File: config.mk
export PLATFORM = sky130hd
export DESIGN_NAME = seq_multiplier
export DESIGN_NICKNAME = d
export VERILOG_FILES = /design/src/rtl/mul_pkg.sv /design/src/rtl/mul_abs_neg.sv /design/src/rtl/seq_multiplier.sv
export SDC_FILE = /design/constraint.sdc
export NUM_CORES = 1
export LEC_CHECK = 0
export ABC_AREA = 1
export BUFFER_PORTS_ARGS = -buffer_cell sky130_fd_sc_hd__buf_2
export CORE_MARGIN = 5
export CORE_UTILIZATION = 54
export CTS_CLUSTER_DIAMETER = 100
export CTS_CLUSTER_SIZE = 12
export DETAILED_ROUTE_END_ITERATION = 8
export GPL_TIMING_DRIVEN = 0
export PLACE_DENSITY = 0.84
export SETUP_SLACK_MARGIN = 0.15
export SLEW_MARGIN = 20
export SYNTH_ARGS = -nofsm -noshare
export SYNTH_HDL_FRONTEND = slang
export SYNTH_SLANG_ARGS = --single-unit
File: constraint.sdc
create_clock -name clk -period 2.25 [get_ports clk]
set_clock_uncertainty 0.1 [all_clocks]
set_input_delay 0.1125 -clock clk [delete_from_list [all_inputs] [get_ports clk]]
set_output_delay 0.1125 -clock clk [all_outputs]
set_load 0.005 [all_outputs]
File: src/rtl/mul_pkg.sv
// mul_pkg: shared FSM state type and sizing helpers for the sequential multiplier.
package mul_pkg;

    typedef enum logic [1:0] {
        IDLE = 2'd0,
        CALC = 2'd1,
        FIX  = 2'd2
    } state_t;

    localparam int MIN_WIDTH = 4;
    localparam int MAX_WIDTH = 64;

    // Down-counter width: holds WIDTH-1, the number of remaining multiplier bits after the first.
    function automatic int cnt_w(input int width);
        return $clog2(width);
    endfunction

endpackage

File: src/rtl/mul_abs_neg.sv
// mul_abs_neg: conditional two's complement, used for operand magnitudes and result sign fix-up.
module mul_abs_neg #(
    parameter int WIDTH = 16
) (
    input  logic [WIDTH-1:0] i_x,
    input  logic             i_neg,
    output logic [WIDTH-1:0] o_y
);

    assign o_y = i_neg ? (~i_x) + WIDTH'(1) : i_x;

endmodule

File: src/rtl/seq_multiplier.sv
// seq_multiplier: shift-add multiplier, one multiplier bit per clock, signed via magnitude and final negate.
module seq_multiplier
    import mul_pkg::*;
#(
    parameter int WIDTH = 16
) (
    input  logic             clk,
    input  logic             rst,
    input  logic             start,
    input  logic             signed_mode,
    input  logic [WIDTH-1:0] a,
    input  logic [WIDTH-1:0] b,
    output logic             busy,
    output logic             done,
    output logic [WIDTH-1:0] lo,
    output logic [WIDTH-1:0] hi
);

    localparam int CW = cnt_w(WIDTH);

    state_t             r_state;
    logic [WIDTH-1:0]   r_mag_a;
    logic [WIDTH-1:0]   r_mag_b;
    logic [2*WIDTH-1:0] r_acc;
    logic [CW-1:0]      r_count;
    logic               r_neg;
    logic               r_done;
    logic [WIDTH-1:0]   r_lo;
    logic [WIDTH-1:0]   r_hi;

    logic [WIDTH-1:0]   w_abs_a;
    logic [WIDTH-1:0]   w_abs_b;
    logic [WIDTH:0]     w_addend;
    logic [WIDTH:0]     w_sum;
    logic [2*WIDTH-1:0] w_res;

    mul_abs_neg #(.WIDTH(WIDTH)) u_abs_a (
        .i_x  (a),
        .i_neg(signed_mode & a[WIDTH-1]),
        .o_y  (w_abs_a)
    );

    mul_abs_neg #(.WIDTH(WIDTH)) u_abs_b (
        .i_x  (b),
        .i_neg(signed_mode & b[WIDTH-1]),
        .o_y  (w_abs_b)
    );

    mul_abs_neg #(.WIDTH(2*WIDTH)) u_fix (
        .i_x  (r_acc),
        .i_neg(r_neg),
        .o_y  (w_res)
    );

    // Upper half plus addend keeps its carry in bit WIDTH, which the right shift folds back in.
    assign w_addend = r_mag_b[0] ? {1'b0, r_mag_a} : '0;
    assign w_sum    = {1'b0, r_acc[2*WIDTH-1:WIDTH]} + w_addend;

    always_ff @(posedge clk or negedge rst) begin
        if (!rst) begin
            r_state <= IDLE;
            r_mag_a <= '0;
            r_mag_b <= '0;
            r_acc   <= '0;
            r_count <= '0;
            r_neg   <= 1'b0;
            r_done  <= 1'b0;
            r_lo    <= '0;
            r_hi    <= '0;
        end else begin
            r_done <= 1'b0;
            case (r_state)
                IDLE: begin
                    if (start) begin
                        r_mag_a <= w_abs_a;
                        r_mag_b <= w_abs_b;
                        r_neg   <= signed_mode & (a[WIDTH-1] ^ b[WIDTH-1]);
                        r_acc   <= '0;
                        r_count <= CW'(WIDTH - 1);
                        r_state <= CALC;
                    end
                end
                CALC: begin
                    r_acc   <= {w_sum, r_acc[WIDTH-1:1]};
                    r_mag_b <= r_mag_b >> 1;
                    r_count <= r_count - CW'(1);
                    r_state <= (r_count == '0) ? FIX : CALC;
                end
                FIX: begin
                    r_lo    <= w_res[WIDTH-1:0];
                    r_hi    <= w_res[2*WIDTH-1:WIDTH];
                    r_done  <= 1'b1;
                    r_state <= IDLE;
                end
                default: r_state <= IDLE;
            endcase
        end
    end

    assign busy = (r_state != IDLE);
    assign done = r_done;
    assign lo   = r_lo;
    assign hi   = r_hi;

endmodule
Word level (Yosys, flattened, before mapping)
Cells that the tools add are included.
Operators by class
  equality and inequality tests: 3
  reductions and logical operators: 6
  add/subtract/negate cells: 5
  multipliers: 0
  order comparisons: 0
  multiplexer cells: 14
  bitwise operators: 7
  shift operators: 0
  divide/modulo/power cells: 0
Operators by type and width (number)
  2-to-1 mux 16 bit: 4
  2-to-1 mux 32 bit: 2
  one-hot mux 32 bit (2 select lines): 1
  adder 16 x 1 -> 16 bit, second input constant: 2
  adder 32 x 1 -> 32 bit, second input constant: 1
  inverter 16 bit: 2
  inverter 32 bit: 1
  one-hot mux 16 bit (2 select lines): 1
  adder 16 x 16 -> 17 bit: 1
  one-hot mux 4 bit (2 select lines): 1
  zero test 4 bit: 1
  2-to-1 mux 2 bit: 2
  2-to-1 mux 4 bit: 1
  one-hot mux 2 bit (2 select lines): 1
  AND reduction 2 bit: 2
  nonzero test 2 bit: 2
  subtractor 4 x 1 -> 4 bit, second input constant: 1
  AND 1 bit: 3
  equality test 2 x 1 -> 1 bit, second input constant: 1
  equality test 2 bit, second input constant: 1
  zero test 2 bit: 1
  != test 2 bit, second input constant: 1
  2-to-1 mux 1 bit: 1
  XOR 1 bit: 1
Word-level totals
  bits in registers: 104
  input port bits: 36
  output and inout port bits: 34
  memory bits (read-only): 0
  bits in writable memories: 0
  latch bits: 0
  memories kept: 0

Logic depth before layout (Yosys ltp)
  depth in word-level cells: 5
  gate-level depth with buffers: 17
  depth with buffers taken out: 15

Cells and area by module
Synthesis repeated with hierarchy kept, for this count alone.
Unflattened totals
  cells, all modules: 1083
  area, all modules: 7268.2 µm²
Modules (own cells, without submodules)
  seq_multiplier: cells each 668, sequential area each 2602.5 µm², instances 1, area each 5208.7 µm²
  mul_abs_neg (u_fix): cells each 227, sequential area each 0.0 µm², instances 1, area each 1108.6 µm²
  mul_abs_neg (u_abs_a ...): cells each 94, sequential area each 0.0 µm², instances 2, area each 475.5 µm²

Worst setup path after synthesis
No wires, ideal clock.
  path type: register to register
  start: register r_mag_b[0]
  end: register r_acc[29]
  stages on the path, launching flop included: 18
  arrival: 2.166 ns
  slack: -0.133 ns
  clock period less this slack: 2.383 ns
  data required time: 2.033 ns
  buffers on the path: 2
  path through: dfrtp_1 -> clkbuf_1 -> clkbuf_1 -> nand2_1 -> inv_1 -> ha_1 -> inv_1 -> fa_1 -> inv_1 -> nand3_1 -> nand2_1 -> nand2_1 -> nand2_1 -> nand3_1 -> nand2_1 -> nand2_1 -> nand3_1 -> nand2_1
Between the ends
  word-level cells in the longest chain between the ends: 3
RTL lines
  start: declaration: line seq_multiplier.sv:23  | logic [WIDTH-1:0] r_mag_b;
  start signal: assignment: line seq_multiplier.sv:76  | r_mag_b <= w_abs_b;
  start signal: assignment: line seq_multiplier.sv:85  | r_mag_b <= r_mag_b >> 1;
  2-to-1 mux 16 bit: line seq_multiplier.sv:56  | assign w_addend = r_mag_b[0] ? {1'b0, r_mag_a} : '0;
  adder 16 x 16 -> 17 bit: line seq_multiplier.sv:57  | assign w_sum = {1'b0, r_acc[2*WIDTH-1:WIDTH]} + w_addend;
  one-hot mux 32 bit (2 select lines): line seq_multiplier.sv:72  | case (r_state)
  end signal: assignment: line seq_multiplier.sv:84  | r_acc <= {w_sum, r_acc[WIDTH-1:1]};
  end: declaration: line seq_multiplier.sv:24  | logic [2*WIDTH-1:0] r_acc;
Every way passes these cells.
A chain may end at the register's enable or synchronous reset.

Worst setup path in the final report
  start: register r_mag_b[0]
  end: register r_acc[27]
Same word-level chain as after synthesis.

==> reports/metrics.cfg <==
[status]
status = finished, final reports clean

[floorplanning]
fp-row-count = 40
fp.dieH_um = 119.5
die_area_sq_mm = 0.01428
coreArea_sq_mm = 0.01186
die_w_um = 119.5
ios = 70
initial_utilization_pct = 54.60

[power]
p_sw_mw = 5.313
p_per_area_mw_per_mm2 = 1404
peakVddDrop_mv = 0.5521
comb_power_share_pct = 55.8
p_clk_share_pct = 15.5
internal-power_mw = 6.129
p_leak_nw = 4.138
power_frac_seq_pct = 28.7
netSwitchingFraction_pct = 46.44

[layout]
layout_commonest_cell = nand2_1
nNetsFinal = 1059
postLayoutCellArea_sq_mm = 0.008148
fin_util_pct = 68.69
n_antenna_cell = 0
syn_to_final_growth_pct = 25.81
drive_gt1_share_pct = 23.34
layout_common_cells = nand2_1, dfrtp_1, inv_1

[routing]
viasPerCell = 5.648
wl_per_cell_um = 16.18
drt-initial-drc-count = 603
drc = 0
drt-total-wl_mm = 18.67
vias = 6518
first_pass_iters = 7
detail-route-antenna-nets = 0

[sta]
fin_crit_sh_pct = 99.81
period_minus_slack_ns = 2.246
rsz0062_at_grt = true
fmax_ghz = 0.4453
hold_viol_final = 0
maxSlewHeadroom_pct = 63.38
worst_pin_slew_ns = 0.5493
setup_viol = 0
drv_slew = 0

[synthesis]
synth.area.top_cells = dfrtp_1, nand2_1, inv_1
seq_area_frac_synth_pct = 40.19
syn_nets = 948
ys_types = 39
postSynth.asyncResetShare_pct = 100.0
syn_avg_cell_area_sq_um = 7.268
yosysWarningCount = 0
synth_top_area_share_pct = 40.19
ys_seq_elements = 104
synth_ff_type = dfrtp_1
syn_inst = 891
synth_edf_count = 0
syn_area_sq_mm = 0.006476
synth.largest_area_cell = dfrtp_1

[critical_path]
reg2regPathDepth = 13
path_cells = clkbuf_8 > buf_8 > buf_12 > nand2_1 > inv_1 > ha_4 > a21oi_1 > o21ai_2 > inv_1 > nand3_2 > nand2_1 > nand2_1 > o21ai_1
critPathMaxFanout = 9
cp.arrival_ns = 2.42
end_kind = flop
required_ns = 2.43
cp_common_cell = nand2_1
cp-start-kind = flop
critPathKind = flop to flop
slowest_stage = dfrtp_1
crit_path_max_incr_delay_ns = 0.37

[clock_tree]
clk_latency_ns = 0.36
numCtsBuffers = 9
cts_buffer_depth = 2
cts_tree = done
path_clk_slew_ns = 0.08
htree_num_levels = 3
cts.sinks = 104
clock-root-buffer = clkbuf_16

[grt]
antenna_found_initial = 0
first_global_vias = 6095
overflow = 0
grt_usage_pct = 24.33
grt_pass1_wl_mm = 28.69
grt_max_degree = 75

[placement]
dpl_cell_area_sq_mm = 0.007058
io_buffers = 69
gp_congestion = 0.9710
dp_hpwl_mm = 12.08

[run]
drv_cap = 0

[min_path]
hold_path.class = input pin to flop
worstHoldPathCells = 3

sequential cells by signal (all words and copies together), names as in the netlist:
signal   cells
hi          16
r_neg        1
r_count      4
r_state      2
done         1
r_mag_a     16
r_acc       32
lo          16
r_mag_b     16
worst paths after layout:
kind / startpoint / end / slack, ns
max reg2reg: r_mag_b[0] / r_acc[27] / 0.004
min in group asynchronous: rst / lo[9] / 0.09
max in group asynchronous: rst / r_mag_a[14] / 1.33
max: r_mag_b[0] / r_acc[27] / 0.004
min reg2reg: hi[13] / hi[13] / 0.38
min: a[7] / r_mag_a[7] / 0.006
metal layers:
layer  up-vias  GRT usage (%)  wire [um]
met4         0          9.162        586
met3        59          2.922       1373
li1       3130              -          -
met1      2992          32.26       7607
met5         -              0          0
met2       337          41.07       9107
layout make-up:
cell class / count / area, sq um
Multi-Input combinational cell: 651 / 3782
Fill cell: 931 / 3714
Sequential cell: 104 / 2603
Timing Repair Buffer: 100 / 675.6
Inverter: 108 / 405.4
Clock buffer: 10 / 239.0
Tap cell: 147 / 183.9
Buffer: 28 / 162.7
Clock inverter: 6 / 96.34
critical path, delay by kind of cell (launching register included):
| family | cells | cell delay, ns |
|---|---|---|
| fa+ha+maj | 1 | 0.25 |
| flops | 1 | 0.37 |
| compound gates | 3 | 0.54 |
| buf+inv | 5 | 0.55 |
| simple gates | 4 | 0.32 |
metrics by stage:
step	power, mW	TNS [ns]	worst slack (ns)	instances	hold WS, ns
2_1_floorplan	6.842	0	0.1698	891	-0.2831
4_1_cts	10.32	0	0.1270	1149	0.002279
3_5_place_dp	8.198	-0.06133	-0.06133	1108	-0.09345
5_1_grt	12.23	-0.06126	-0.06126	1154	0.03251
3_3_place_gp	8.050	-8.156	-0.08842	1107	0.2895
6_report	11.44	0	0.004235	1154	0.005757
cell usage after synthesis (3+ instances only):
master / number
buf_2: 14
dfrtp_1: 104
nand4_1: 12
nand3_1: 75
o21ai_1: 10
a21oi_1: 27
clkbuf_1: 10
o21ai_0: 65
inv_2: 6
nand2_2: 8
a22oi_1: 14
nand3b_1: 4
o31ai_1: 3
or2_2: 3
buf_4: 3
xor2_1: 26
xnor2_1: 3
nand3_2: 4
nor3_1: 4
o22ai_1: 20
inv_1: 101
ha_1: 20
nor2_4: 5
a31oi_1: 3
nor2_1: 68
nand2_1: 261
repair_timing:
action,in CTS,in global routing
pin swaps,7,29
endpoints found under the setup margin,7,13
hold endpoints to repair,125,0
hold buffers,22,0
buffers inserted,3,5
resized for setup,25,97
power by group through the flow:
stage	Combinational [mW]	Clock [mW]	Sequential, mW
2_1_floorplan	3.73	0	3.11
3_3_place_gp	4.84	0	3.21
3_5_place_dp	4.96	0	3.24
4_1_cts	5.31	1.77	3.24
5_1_grt	6.99	1.86	3.39
6_report	6.39	1.77	3.29
kinds of logic after synthesis:
family,share of synthesized area (%)
buffers and inverters,8.443
flip-flops,40.19
adder cells (fa/ha/maj),4.173
AND/OR/NAND/NOR,30.35
XOR/XNOR,3.922
AO/OA/AOI/OAI,12.92
(Power assumes the default switching activity.)
